## src/rtl/bin2bcd_pkg.sv

```systemverilog
// bin2bcd_pkg: shared state encoding and sizing helpers for the iterative BCD converter.
package bin2bcd_pkg;

    typedef enum logic [1:0] {IDLE, CONV, DONE} state_t;

    function automatic int nd_of(input int w);
        return (w + (w - 4) / 3) / 4 + 1;
    endfunction

    function automatic int nc_of(input int w, input int bpc);
        return (w + bpc - 1) / bpc;
    endfunction

endpackage

```

## src/rtl/bin2bcd_step.sv

```systemverilog
// bin2bcd_step: one combinational add-3/shift slice over ND BCD digits with a serial carry-in bit.
module bin2bcd_step #(
    parameter int ND = 6
) (
    input  logic [4*ND-1:0] acc,
    input  logic            cin,
    output logic [4*ND-1:0] nacc
);
    localparam int DW = 4 * ND;
    logic [DW-1:0] adj;
    for (genvar d = 0; d < ND; d++) begin : g_dig
        assign adj[4*d+:4] = (acc[4*d+:4] > 4'd4) ? acc[4*d+:4] + 4'd3 : acc[4*d+:4];
    end
    assign nacc = (adj << 1) | DW'(cin);
endmodule

```

## src/rtl/bin2bcd_iter.sv

```systemverilog
// bin2bcd_iter: iterative double-dabble binary-to-BCD converter, BPC bits per cycle, valid/ready on both sides.
// Define BIN2BCD_ITER_SIGNED_EN to treat in_bin as two's complement and report the sign on out_neg.
module bin2bcd_iter
    import bin2bcd_pkg::*;
#(
    parameter int W   = 18,
    parameter int BPC = 1
) (
    input  logic                          clk,
    input  logic                          rst,
    input  logic                          in_valid,
    output logic                          in_ready,
    input  logic [W-1:0]                  in_bin,
    output logic                          out_valid,
    input  logic                          out_ready,
    output logic [4*nd_of(W)-1:0]         out_bcd,
    output logic                          out_neg
);
    localparam int ND = nd_of(W);
    localparam int NC = nc_of(W, BPC);
    localparam int WE = NC * BPC;
    localparam int CW = NC > 1 ? $clog2(NC) : 1;
    state_t state, nstate;
    logic [4*ND-1:0] acc;
    logic [WE-1:0] sr;
    logic [CW-1:0] cnt;
    logic [W-1:0] mag;
    logic [4*ND-1:0] chain [BPC+1];
    logic accept, last;
    assign chain[0] = acc;
    for (genvar i = 0; i < BPC; i++) begin : g_step
        bin2bcd_step #(.ND(ND)) u_step (.acc(chain[i]), .cin(sr[WE-1-i]), .nacc(chain[i+1]));
    end
`ifdef BIN2BCD_ITER_SIGNED_EN
    logic neg, neg_r;
    assign neg = in_bin[W-1];
    // -2^(W-1) negates to itself, which read unsigned is the correct magnitude
    assign mag = neg ? W'(-in_bin) : in_bin;
    always_ff @(posedge clk or posedge rst)
        if (rst) begin
            neg_r   <= 1'b0;
            out_neg <= 1'b0;
        end else begin
            if (accept) neg_r <= neg;
            if (last) out_neg <= neg_r;
        end
`else
    assign mag = in_bin;
    assign out_neg = 1'b0;
`endif
    always_comb begin
        accept = state == IDLE && in_valid;
        last = state == CONV && cnt == '0;
        in_ready = state == IDLE;
        nstate = state;
        if (accept) nstate = CONV;
        if (last) nstate = DONE;
        if (state == DONE && out_valid && out_ready) nstate = IDLE;
    end
    // out_valid rises the cycle after DONE entry and falls on the accepting handshake edge
    always_ff @(posedge clk or posedge rst)
        if (rst) begin
            state     <= IDLE;
            out_valid <= 1'b0;
            acc       <= '0;
            sr        <= '0;
            cnt       <= '0;
            out_bcd   <= '0;
        end else begin
            state     <= nstate;
            out_valid <= state == DONE && !(out_valid && out_ready);
            if (accept) begin
                acc <= '0;
                sr  <= WE'(mag);
                cnt <= CW'(NC - 1);
            end else if (state == CONV) begin
                acc <= chain[BPC];
                sr  <= sr << BPC;
                cnt <= cnt - 1'b1;
            end
            if (last) out_bcd <= chain[BPC];
        end
endmodule

```

## config.mk

```make
export PLATFORM = sky130hd
export DESIGN_NAME = bin2bcd_iter
export DESIGN_NICKNAME = d
export VERILOG_FILES = /design/src/rtl/bin2bcd_pkg.sv /design/src/rtl/bin2bcd_step.sv /design/src/rtl/bin2bcd_iter.sv
export SDC_FILE = /design/constraint.sdc
export NUM_CORES = 1
export LEC_CHECK = 0
export BUFFER_PORTS_ARGS = -buffer_cell sky130_fd_sc_hd__buf_2
export CAP_MARGIN = 20
export CORE_ASPECT_RATIO = 1.5
export CORE_MARGIN = 1
export CORE_UTILIZATION = 50
export CTS_BUF_LIST = sky130_fd_sc_hd__clkbuf_2 sky130_fd_sc_hd__clkbuf_4 sky130_fd_sc_hd__clkbuf_8
export CTS_CLUSTER_SIZE = 25
export DETAILED_ROUTE_END_ITERATION = 6
export PLACE_DENSITY = 0.74
export SYNTH_ARGS = -nofsm -noshare
export SYNTH_HDL_FRONTEND = slang
export SYNTH_HIERARCHICAL = 1
export SYNTH_SLANG_ARGS = --single-unit
```

## constraint.sdc

```tcl
create_clock -name clk -period 2.09 [get_ports clk]
set_clock_uncertainty 0.1 [all_clocks]
set_input_delay 0.3135 -clock clk [delete_from_list [all_inputs] [get_ports clk]]
set_output_delay 0.3135 -clock clk [all_outputs]
set_load 0.05 [all_outputs]
```

==> results.sh <==
export IMPL_rsz0062_at_grt="false"
export IMPL_holdCritPathClass="input pin to flip-flop"
export IMPL_netlist_area_leader_share_pct=50.77
export IMPL_synth_cells=312
export IMPL_tritoncts="built"
export IMPL_yosysUniqueCellTypes=38
export IMPL_io_pins=49
export IMPL_nNetsFinal=396
export IMPL_antenna_left=0
export IMPL_reg2reg_depth=6
export IMPL_die_y_um=106.6
export IMPL_fin_ws_ns=0.2622
export IMPL_leakage_nw=2.117
export IMPL_vias=2532
export IMPL_hp_start="in_bin[11]"
export IMPL_cp_max_fo=16
export IMPL_post_cts_buffers=0
export IMPL_synth_seq_cells=74
export IMPL_die_width_um=71.74
export IMPL_synth_top_cell_by_area="dfrtp_1"
export IMPL_cts_hold_buffers=1
export IMPL_synthesis_nets=347
export IMPL_fillers=587
export IMPL_hold_ws_ns=0.1571
export IMPL_drcViolationCount=0
export IMPL_synth_xor_area_share_pct=1.441
export IMPL_fin_setup_tns_ns=0
export IMPL_slowest_stage="dfrtp_1"
export IMPL_cts_buffer_depth=2
export IMPL_place_ws_ns=0.1555
export IMPL_row_count=37
export IMPL_root_buffer="clkbuf_8"
export IMPL_critPathLaunchType="flip-flop"
export IMPL_finalHoldViolCount=0
export IMPL_drive_gt1_share_pct=31.69
export IMPL_wl_per_cell_um=15.09
export IMPL_maxSlewHeadroom_pct=44.39
export IMPL_crit_chain="inv_1 -> ha_1 -> nor4b_4 -> nand3_4 -> buf_4 -> mux2_4"
export IMPL_viasPerCell=5.703
export IMPL_worst_hold_path_num_cells=3
export IMPL_die_area_um2=7647
export IMPL_core_area_um2=6944
export IMPL_drv_slew=0
export IMPL_period_minus_slack_ns=1.828
export IMPL_hpwlAfterDp_um=4463
export IMPL_cts_repair_resized=0
export IMPL_drt_initial_drc_count=102
export IMPL_synthAdderAreaFrac_pct=4.460
export IMPL_critPathMaxStageDelay_ns=0.40
export IMPL_fin_area_um2=4180
export IMPL_final_cell_mix="74 x dfrtp_1, 47 x buf_2, 29 x a22o_1"
export IMPL_avgSynthCellArea_um2=11.69
export IMPL_synth_mux_area_share_pct=11.18
export IMPL_netlist_area_um2=3647
export IMPL_final_period_utilization_pct=87.45
export IMPL_initial_core_util_pct=52.52
export IMPL_grt_pass1_wl_um=11580
export IMPL_diodes=0
export IMPL_critical_path_arrival_ns=1.96
export IMPL_drt_wl_total_um=6702
export IMPL_synth_area_leaders="dfrtp_1 51%, mux2_4 7.4%, a22o_1 7.0%, ha_1 4.5%, a22oi_1 3.7%"
export IMPL_r2r_start="cnt[0]"
export IMPL_critPathLaunch="cnt[0]"
export IMPL_dp_cells=426
export IMPL_gp_congestion=0.7305
export IMPL_fmax_mhz=547.1
export IMPL_clk_insertion_delay_late_ns=0.34
export IMPL_place_area_um2=3965
export IMPL_setup_viol=0
export IMPL_final_common_cell="dfrtp_1"
export IMPL_power_mw=6.737
export IMPL_h_tree_depth=3
export IMPL_dr_pass1_iters=4
export IMPL_cts_buffers=9
export IMPL_power_density_nw_per_um2=1612
export IMPL_synth_compound_area_share_pct=19.73
export IMPL_finalCoreUtilization_pct=60.20
export IMPL_cap_violations=0
export IMPL_worst_pin_slew_ns=0.8319
export IMPL_yosys_warnings=6
export IMPL_vdd_drop_max_uv=925.1
export IMPL_status="finished, final reports clean"
export IMPL_grt_pass1_vias=2510
export IMPL_syn_to_final_growth_pct=14.61
export IMPL_antenna_found_initial=0
export IMPL_crit_path_end_kind="flip-flop"
export IMPL_clkTransAtPathRegs_ns=0.08
export IMPL_post_layout_nonfiller_instances=444
export IMPL_yosys_area_share_simple_pct=7.067
export IMPL_grtUsageTotal_pct=19.57
export IMPL_cts_sinks=74
export IMPL_io_buffers=47
export IMPL_synth_seq_area_share_pct=50.77
export IMPL_grt_ovfl_total=0
export IMPL_synth_top_family_by_area="compound AO/OA/AOI/OAI gates"
export IMPL_grt_max_degree=75
export IMPL_cp_data_required_time_ns=2.22
export IMPL_critPathKind="flip-flop to flip-flop"
-- synthesized netlist by cell type --
master / instances
a21boi_0: 1
a21o_1: 1
a21o_2: 4
a21oi_1: 1
a21oi_2: 6
a22o_1: 29
a22oi_1: 18
and2_1: 1
and3b_1: 1
buf_2: 9
buf_4: 2
buf_6: 2
clkbuf_1: 6
conb_1: 1
dfrtp_1: 74
ha_1: 13
inv_1: 23
mux2_2: 6
mux2_4: 18
mux2i_1: 7
nand2_1: 23
nand2b_1: 1
nand3_4: 1
nor2_1: 6
nor2b_1: 6
nor3_1: 5
nor3b_1: 1
nor4b_4: 1
o211ai_1: 1
o21a_1: 1
o21ai_0: 23
o21ai_1: 1
o21ai_2: 4
o21bai_1: 6
o31ai_1: 1
or3_1: 1
or4b_2: 1
xnor2_1: 6
-- final cells by class --
| type | count | area (um^2) | share of cell area [%] |
|---|---|---|---|
| Clock buffer | 10 | 131.4 | 3.143 |
| Clock inverter | 6 | 66.31 | 1.586 |
| Inverter | 23 | 90.09 | 2.155 |
| Multi-Input combinational cell | 196 | 1618 | 38.70 |
| Sequential cell | 74 | 1852 | 44.30 |
| Tap cell | 78 | 97.59 | 2.335 |
| Timing Repair Buffer | 57 | 325.3 | 7.782 |
-- power by group --
part	leakage [nW]	internal [mW]	total [mW]	switching (mW)
clock network	0.0923	0.566	1.09	0.522
registers	0.975	1.96	2.42	0.462
logic	1.05	1.33	3.23	1.90
total	2.12	3.86	6.74	2.88
-- final timing paths --
kind,slack [ns],to
worst max-delay path,0.26,out_bcd[9]
worst min-delay path,0.16,sr[11]
worst max register to register,0.26,out_bcd[9]
worst min register to register,0.39,sr[15]
max in group asynchronous,1.06,out_bcd[17]
min in group asynchronous,0.52,acc[11]
-- per-layer routing --
layer / vias up / GRT usage [%] / share of wire [%]
met5: - / 0 / 0
met4: 0 / 10.36 / 1.8
met3: 10 / 3.853 / 2.8
met2: 53 / 31.81 / 51
met1: 1265 / 24.44 / 45
li1: 1204 / - / -
-- state kept, by name, indices dropped and copies added (netlist names) --
name,cells
sr,18
acc,24
out_valid,1
cnt,5
state,2
out_bcd,24
-- cells by family (layout without fill, tap and decap cells) --
group | after synthesis | count (layout)
XOR/XNOR | 6 | 6
adder cells (fa/ha/maj) | 13 | 13
flip-flops | 74 | 74
AO/OA/AOI/OAI | 97 | 97
multiplexers | 31 | 31
other | 1 | 1
AND/OR/NAND/NOR | 48 | 48
buffers and inverters | 42 | 96
-- critical path: cells and delay by family (launching register included) --
family,cells,cell delay [ns]
multiplexers,1,0.32
AND/OR/NAND/NOR,2,0.39
buffers and inverters,2,0.30
flip-flops,1,0.40
adder cells (fa/ha/maj),1,0.20
(Power assumes the default switching activity.)
